**src/rtl/scarv_cop_mem_seq.sv**
```systemverilog
// Memory transaction sequencer: serialises one batch of up to NSLOTS word accesses onto cop_mem_*.
// Optional abort port is enabled by defining SCARV_COP_MEM_SEQ_ABORT_EN.
module scarv_cop_mem_seq #(
  parameter int NSLOTS      = 4,
  parameter int STALL_LIMIT = 255
) (
  input  logic                  g_clk,
  input  logic                  g_resetn,
  input  logic                  req_valid,
  output logic                  req_ready,
  input  logic [NSLOTS-1:0]     req_cen,
  input  logic [NSLOTS-1:0]     req_wen,
  input  logic [4*NSLOTS-1:0]   req_ben,
  input  logic [32*NSLOTS-1:0]  req_addr,
  input  logic [32*NSLOTS-1:0]  req_wdata,
  output logic                  rsp_valid,
  output logic                  rsp_error,
  output logic [32*NSLOTS-1:0]  rsp_rdata,
  input  logic                  rsp_ack,
`ifdef SCARV_COP_MEM_SEQ_ABORT_EN
  input  logic                  abort,
`endif
  output logic                  cop_mem_cen,
  output logic                  cop_mem_wen,
  output logic [31:0]           cop_mem_addr,
  output logic [31:0]           cop_mem_wdata,
  output logic [3:0]            cop_mem_ben,
  input  logic [31:0]           cop_mem_rdata,
  input  logic                  cop_mem_stall,
  input  logic                  cop_mem_error
);

  localparam int PW = (NSLOTS > 1) ? $clog2(NSLOTS) : 1;
  localparam int CW = (STALL_LIMIT > 1) ? $clog2(STALL_LIMIT) : 1;
  localparam logic [CW-1:0] WD_MAX = (STALL_LIMIT > 0) ? CW'(STALL_LIMIT - 1) : '0;

  typedef enum logic [1:0] {
    S_IDLE  = 2'd0,
    S_ISSUE = 2'd1,
    S_RESP  = 2'd2
  } state_t;

  state_t                   r_state;
  state_t                   w_state_nxt;
  logic [NSLOTS-1:0]        r_pend;
  logic [NSLOTS-1:0]        r_wen;
  logic [NSLOTS-1:0][3:0]   r_ben;
  logic [NSLOTS-1:0][31:0]  r_addr;
  logic [NSLOTS-1:0][31:0]  r_wdata;
  logic [NSLOTS-1:0][31:0]  r_rdata;
  logic                     r_error;
  logic [CW-1:0]            r_stall_cnt;

  logic [PW-1:0]            w_ptr;
  logic [NSLOTS-1:0]        w_pend_rest;
  logic                     w_accept;
  logic                     w_last;
  logic                     w_wd_fire;
  logic                     w_abort;

`ifdef SCARV_COP_MEM_SEQ_ABORT_EN
  assign w_abort = abort;
`else
  assign w_abort = 1'b0;
`endif

  // Current slot is always the lowest still-pending one, so order is ascending by construction.
  always_comb begin
    w_ptr = '0;
    for (int i = NSLOTS - 1; i >= 0; i--) begin
      if (r_pend[i]) w_ptr = PW'(i);
    end
  end

  assign w_pend_rest = r_pend & ~(NSLOTS'(1) << w_ptr);
  assign w_last      = (w_pend_rest == '0);
  assign w_accept    = (r_state == S_ISSUE) && !cop_mem_stall;
  assign w_wd_fire   = (STALL_LIMIT != 0) && (r_state == S_ISSUE) && cop_mem_stall &&
                       (r_stall_cnt == WD_MAX);

  always_comb begin
    w_state_nxt = r_state;
    case (r_state)
      S_IDLE: begin
        if (req_valid) w_state_nxt = (|req_cen) ? S_ISSUE : S_RESP;
      end
      S_ISSUE: begin
        if (w_abort)                                   w_state_nxt = S_IDLE;
        else if (w_accept && (cop_mem_error || w_last)) w_state_nxt = S_RESP;
        else if (w_wd_fire)                            w_state_nxt = S_RESP;
      end
      S_RESP: begin
        if (w_abort || rsp_ack) w_state_nxt = S_IDLE;
      end
      default: w_state_nxt = S_IDLE;
    endcase
  end

  always_ff @(posedge g_clk) begin
    if (!g_resetn) begin
      r_state     <= S_IDLE;
      r_pend      <= '0;
      r_wen       <= '0;
      r_ben       <= '0;
      r_addr      <= '0;
      r_wdata     <= '0;
      r_rdata     <= '0;
      r_error     <= 1'b0;
      r_stall_cnt <= '0;
    end else begin
      r_state <= w_state_nxt;
      case (r_state)
        S_IDLE: begin
          if (req_valid) begin
            r_pend      <= req_cen;
            r_wen       <= req_wen;
            r_ben       <= req_ben;
            r_addr      <= req_addr;
            r_wdata     <= req_wdata;
            r_rdata     <= '0;
            r_error     <= 1'b0;
            r_stall_cnt <= '0;
          end
        end
        S_ISSUE: begin
          if (w_accept) begin
            if (!r_wen[w_ptr]) r_rdata[w_ptr] <= cop_mem_rdata;
            if (cop_mem_error) r_error <= 1'b1;
            r_pend      <= cop_mem_error ? '0 : w_pend_rest;
            r_stall_cnt <= '0;
          end else if (w_wd_fire) begin
            r_error     <= 1'b1;
            r_pend      <= '0;
            r_stall_cnt <= '0;
          end else if (STALL_LIMIT != 0) begin
            r_stall_cnt <= r_stall_cnt + CW'(1);
          end
          // An accept in the abort cycle still lands; everything after it is dropped.
          if (w_abort) begin
            r_pend      <= '0;
            r_stall_cnt <= '0;
          end
        end
        default: ;
      endcase
    end
  end

  assign req_ready     = (r_state == S_IDLE);
  assign rsp_valid     = (r_state == S_RESP);
  assign rsp_error     = r_error;
  assign rsp_rdata     = r_rdata;

  assign cop_mem_cen   = (r_state == S_ISSUE);
  assign cop_mem_wen   = r_wen[w_ptr];
  assign cop_mem_addr  = {r_addr[w_ptr][31:2], 2'b00};
  assign cop_mem_wdata = r_wdata[w_ptr];
  assign cop_mem_ben   = r_ben[w_ptr];

endmodule

```
**config.mk**
```make
export PLATFORM = sky130hd
export DESIGN_NAME = scarv_cop_mem_seq
export DESIGN_NICKNAME = d
export VERILOG_FILES = /design/src/rtl/scarv_cop_mem_seq.sv
export SDC_FILE = /design/constraint.sdc
export NUM_CORES = 1
export LEC_CHECK = 0
export BUFFER_PORTS_ARGS = -buffer_cell sky130_fd_sc_hd__buf_2
export CAP_MARGIN = 10
export CORE_AREA = 3 3 199 201
export DETAILED_ROUTE_END_ITERATION = 8
export DIE_AREA = 0 0 202 204
export PLACE_DENSITY = 0.67
export SLEW_MARGIN = 20
export SYNTH_ARGS = -nofsm -noshare
export SYNTH_HDL_FRONTEND = slang
export SYNTH_SLANG_ARGS = --single-unit
```
**constraint.sdc**
```tcl
create_clock -name g_clk -period 2.8 [get_ports g_clk]
set_input_delay 0.28 -clock g_clk [delete_from_list [all_inputs] [get_ports g_clk]]
set_output_delay 0.28 -clock g_clk [all_outputs]
set_load 0.005 [all_outputs]
```
==> results of run 1 <==
==> final timing paths <==
kind,to,cells past startpoint
setup / recovery,cop_mem_wdata[7],7
hold / removal,r_addr[35]$_SDFFE_PN0P_,3
setup reg to reg,rsp_rdata[6]$_SDFFE_PN0P_,6
hold reg to reg,r_wdata[84]$_SDFFE_PN0P_,2
==> cells by family after synthesis <==
family / synth area share [%]
flops: 52.09
other cells: 0.02374
fa+ha+maj: 0.1584
mux: 4.253
buf+inv: 4.816
compound gates: 22.85
simple gates: 15.48
xor+xnor: 0.3327
==> tightest hold or removal path, stage by stage <==
cell and delay [ns]:
buf_2 0.11, nand2_1 0.08, a21oi_1 0.07
==> sequential cells by signal, summed over array words and instances (netlist names) <==
register and cells:
r_addr 120, rsp_rdata 128, r_wdata 128, r_ben 16
r_stall_cnt 8, rsp_error 1, r_state 2, r_pend 4
r_wen 4
==> stage by stage <==
stage / util (%) / total power, mW / hold WS, ns / worst slack (ns) / area (sq um)
after global placement: 49.65 / 8.708 / 0.4384 / 0.5346 / 18740
after global routing: 60.79 / 15.39 / 0.02509 / 0.006391 / 22950
final: 60.81 / 14.80 / 0.03094 / 0.1596 / 22960
after CTS: 60.60 / 14.80 / 0.001623 / 0.01235 / 22880
after detailed placement: 49.65 / 8.757 / 0.4409 / 0.4733 / 18740
after floorplan: - / 7.810 / 0.4160 / 0.9559 / 15800
==> per-layer routing <==
metal / part of all wire [%] / routed length, um / up-vias
met5: 0.046 / 27 / -
met4: 4.5 / 2621 / 4
met3: 8.0 / 4718 / 199
met2: 48 / 28430 / 843
met1: 39 / 22880 / 7826
li1: - / - / 7765
==> synthesized netlist by cell type (all sizes together), types with 2 or more instances <==
library cell,number
a211oi,2
a21oi,277
a22oi,66
and2,2
and3,3
buf,70
clkbuf,85
dfxtp,411
ha,2
inv,8
mux2i,66
nand2,575
nand2b,4
nand3,6
nand4,4
nor2,15
nor2b,3
nor3,5
o211ai,6
o21ai,71
o2bb2ai,127
o311ai,3
or4b,2
xnor2,3
xor2,3
==> power breakdown <==
group | internal, mW | switching (mW) | leakage [nW] | total (mW)
registers | 6.22 | 0.218 | 3.36 | 6.43
clock network | 3.41 | 2.34 | 0.694 | 5.74
logic | 1.09 | 1.53 | 5.87 | 2.62
total | 10.7 | 4.08 | 9.92 | 14.8
==> repair_timing <==
item | in CTS | in global routing
buffers inserted | 1 | 2
pin swaps | 1 | 1
hold endpoints to repair | 269 | 0
setup endpoints to repair | 57 | 9
gates resized for setup | 2 | 3
cloned | 0 | 1
hold buffers | 269 | 0
==> layout make-up <==
class | instances | area, sq um
Fill cell | 3076 | 14800
Sequential cell | 411 | 8232
Multi-Input combinational cell | 1263 | 6858
Timing Repair Buffer | 817 | 5728
Clock buffer | 65 | 1304
Tap cell | 511 | 639.4
Clock inverter | 12 | 125.1
Inverter | 8 | 37.54
Antenna cell | 14 | 35.03
==> qor.txt, run 1 <==
GR Util met1: 32.11%
M2 GR Usage: 46.50%
Hold Crit Class: input port to flop
gpl congestion: 0.8247
commonest non-fill, non-tap cells in the layout: 574 x nand2_1, 508 x buf_2, 408 x dfxtp_1
global-route usage over all layers: 27.01%
Yosys top cell by area: dfxtp_1
top cell type's share of synthesized area: 52.09%
core region area: 37760 sq um
min Tclk post-route: 2.640 ns
crit path launch: r_pend[0]$_SDFFE_PN0P_
initial antenna violation count: 13
CP Class: flop to primary output
final slew viol count: 0
WP buf/inv: 4
CTS tree: done
CTS Buffer Depth: 3
largest net degree at the start of global routing: 120
ys flop type: dfxtp_1
Cell Chain, Critical Path: inv_1 > o21ai_4 > buf_12 > buf_4 > mux2i_1 > o21ai_0 > buf_2
final cell count without fillers: 3101
vias per cell: 5.365
Worst setup SP type: flop
Post-DP HPWL: 36.34 mm
VDD IR max: 0.0005667 V
most used routing layer: met2
clk_lat worst skew: 0.56 ns
detailed-route via count: 16640
sequential area share after synthesis: 52.09%
Yosys reg bits: 411
DRC Markers: 0
worst-margin pin slew: 0.8395 ns
placed cells: 2737
drt initial violations: 1362
Port Buffer Count: 508
Slew HR: 44.03%
Reg clk slew, reported paths: 0.06 ns
Final Skew: 0.01285 ns
wire per inst: 18.92 um
most common cell after layout, fill and taps aside: nand2_1
# Max-Cap Violations: 0
sum of negative setup slack: 0 ns
RSZ-0062 raised after global routing: no
Tcrit/Tclk final: 94.30%
die height: 204 um
max frequency: 378.7 MHz
clock root buffer: clkbuf_16
Cells after Synth: 1836
final WL: 58.68 mm
crit-path max cell delay: 0.48 ns
H-tree level count: 2
Die ar.: 41210 sq um
first-pass GRT wire length: 90.09 mm
Mean Syn Cell Area: 8.604 sq um
Synth cell types: 53
CP delay by family, top: buffers and inverters
TritonRoute pass-1 iters: 5
flop2flop setup slack: 0.55 ns
critical path peak fanout: 18
CP max-delay cell: dfxtp_2
Hold Violations, Final: 0
effective utilization at floorplan: 41.84%
pwr/cell area: 644.5 nW/um^2
share of cells above drive strength 1: 24.84%
CTS Buf Count: 45
fin nets: 2866
top post-synthesis cells by area: dfxtp_1 52%, nand2_1 14%, a21oi_1 8.7%
I/O Pins: 519
grt met3 use: 5.925%
Post-synth EDFFs: 0
Chip Width: 202 um
Worst EP required: 2.52 ns
Final ANT Viol Nets: 0
WP data arrival: 2.36 ns
leakage dissipation: 9.918 nW
reg2reg start: r_state[0]$_SDFFE_PN0P_
# setup viols final: 0
Yosys warning total: 0
Num Clock Sinks: 411
# rows: 71
ys async rst share: 0%
grt total ovfl: 0
CP Capture Type: primary output
Hold Startpoint: req_addr[35]
number of global-route vias before repair: 16720
Area Overhead vs Synth: 45.34%
synthesized area: 15800 sq um
status: complete, no violations
No activity file was read; power rests on OpenSTA's default activity.
==> inputs of run 2 (changes only) <==
--- a/config.mk
+++ b/config.mk
@@ -10,7 +10,7 @@
 export CORE_AREA = 3 3 199 201
 export DETAILED_ROUTE_END_ITERATION = 8
 export DIE_AREA = 0 0 202 204
-export PLACE_DENSITY = 0.67
+export PLACE_DENSITY = 0.69
 export SLEW_MARGIN = 20
 export SYNTH_ARGS = -nofsm -noshare
 export SYNTH_HDL_FRONTEND = slang
==> qor.txt, run 2 (synthesized netlist as in run 1, its figures left out) <==
detailed-route via count: 16950
first-pass GRT wire length: 91.67 mm
# setup viols final: 0
gpl congestion: 0.8704
flop2flop setup slack: 0.52 ns
worst reg2reg path depth: 6
fin worst setup slack: 0.08251 ns
# rows: 71
critical path peak fanout: 10
clk_lat worst skew: 0.56 ns
worst-margin pin slew: 1.032 ns
most common cell after layout, fill and taps aside: nand2_1
Sw Pwr: 4.121 mW
Num Clock Sinks: 411
vias per cell: 5.451
leakage dissipation: 9.926 nW
pwr/cell area: 635.8 nW/um^2
fin nets: 2878
I/O Pins: 519
Tcrit/Tclk final: 97.05%
Hold Crit Class: input port to flop
dpl ws: 0.1375 ns
Post-DP HPWL: 35.97 mm
max frequency: 368.0 MHz
CTS Buf Count: 43
internal power: 10.48 mW
endpoint with the worst hold slack: rsp_rdata[94]$_SDFFE_PN0P_
clock root buffer: clkbuf_16
Cell Chain, Critical Path: clkinvlp_4 > buf_4 > o21ai_4 > buf_12 > mux2i_1 > o21ai_0 > buf_2
Worst EP required: 2.52 ns
Seq pwr share: 44.2%
sw frac: 28.23%
CP max-delay cell: dfxtp_4
worst hold path cell count: 3
RSZ-0062 raised after global routing: no
H-tree level count: 2
final slew viol count: 0
grt total ovfl: 0
Reg clk slew, reported paths: 0.06 ns
Fill cells: 3003
wire per inst: 19.27 um
status: complete, no violations
final WL: 59.94 mm
combinational share of power: 18.3%
Total Power: 14.60 mW
Worst setup SP type: flop
number of global-route vias before repair: 17170
commonest non-fill, non-tap cells in the layout: 574 x nand2_1, 508 x buf_2, 408 x dfxtp_1
initial antenna violation count: 6
largest net degree at the start of global routing: 199
core region area: 37760 sq um
Final Skew: 0.007732 ns
Area Overhead vs Synth: 45.35%
TritonRoute pass-1 iters: 6
CTS tree: done
sum of negative setup slack: 0 ns
Hold Slack: 0.04265 ns
crit path launch: r_pend[0]$_SDFFE_PN0P_
crit-path max cell delay: 0.44 ns
worst r2r dst: rsp_rdata[1]$_SDFFE_PN0P_
share of cells above drive strength 1: 25.27%
DRC Markers: 0
CP Capture Type: primary output
Hold Startpoint: cop_mem_rdata[30]
Die ar.: 41210 sq um
Port Buffer Count: 508
Hold Violations, Final: 0
# Max-Cap Violations: 0
global-route usage over all layers: 27.51%
Chip Width: 202 um
VDD IR max: 0.0005824 V
die height: 204 um
WP data arrival: 2.44 ns
clock power share: 37.6%
CTS Buffer Depth: 3
CP Class: flop to primary output
effective utilization at floorplan: 41.84%
drt initial violations: 1299
Slew HR: 31.19%
reg2reg start: r_state[0]$_SDFFE_PN0P_
Final ANT Viol Nets: 0
min Tclk post-route: 2.717 ns
-- run 2: changes by cell type in the layout (fill, tap and decap cells not counted), sizes merged --
cell	previous run	this run
bufinv	2	1
and3	3	5
buf	547	559
clkbuf	66	63
clkinv	5	6
diode	14	11
o21ai	71	72
-- run 2: layer usage --
metal	part of all wire (%)	global-route usage [%]
met4	6.0	16.42
met2	46	46.34
met1	39	32.40
met3	8.5	5.829
met5	0	0
-- run 2: timing repair --
action / CTS / global route
cloned: 2 / 1
endpoints found under the setup margin: 66 / 20
setup buffers: 3 / 9
hold buffers: 269 / 0
endpoints found under the hold margin: 269 / 0
resized for setup: 6 / 5
pin swaps: 3 / 2
-- run 2: cell type report --
type	instances	area, sq um	share of cell area (%)
Clock inverter	12	105.1	0.4577
Antenna cell	11	27.53	0.1199
Sequential cell	411	8237	35.87
Inverter	8	41.29	0.1798
Clock buffer	63	1231	5.362
Timing Repair Buffer	828	5781	25.18
Tap cell	511	639.4	2.785
Multi-Input combinational cell	1266	6899	30.05
-- run 2: power by group through the flow --
stage | clock [mW] | combinational [mW] | sequential, mW
after floorplan | 0 | 1.33 | 6.48
after global placement | 0 | 2.19 | 6.53
after detailed placement | 0 | 2.21 | 6.55
after CTS | 5.59 | 2.55 | 6.42
after global routing | 5.79 | 2.88 | 6.48
final | 5.48 | 2.67 | 6.45
-- run 2: worst max-delay path, delay by kind of cell, from the launching register on --
kind | cells | cell delay, ns
multiplexers | 1 | 0.42
flip-flops | 1 | 0.44
AO/OA/AOI/OAI | 2 | 0.27
buffers and inverters | 4 | 0.74
-- run 2: stage by stage --
step / util, % / cell area (sq um) / std cells
after floorplan: - / 15800 / 1837
after global routing: 60.78 / 22950 / 3104
after detailed placement: 49.57 / 18720 / 2740
after global placement: 49.57 / 18720 / 2740
final: 60.82 / 22960 / 3110
after CTS: 60.44 / 22820 / 3089
-- run 2: worst max path at each step --
stage / slack (ns) / to / cells after the start
after floorplan: 0.96 / cop_mem_addr[25] / 8
after global placement: 0.17 / cop_mem_wdata[26] / 6
after detailed placement: 0.14 / cop_mem_wdata[26] / 6
after CTS: 0.006 / cop_mem_wdata[2] / 5
after global routing: 0.04 / cop_mem_wdata[7] / 7
final: 0.08 / cop_mem_wdata[2] / 7
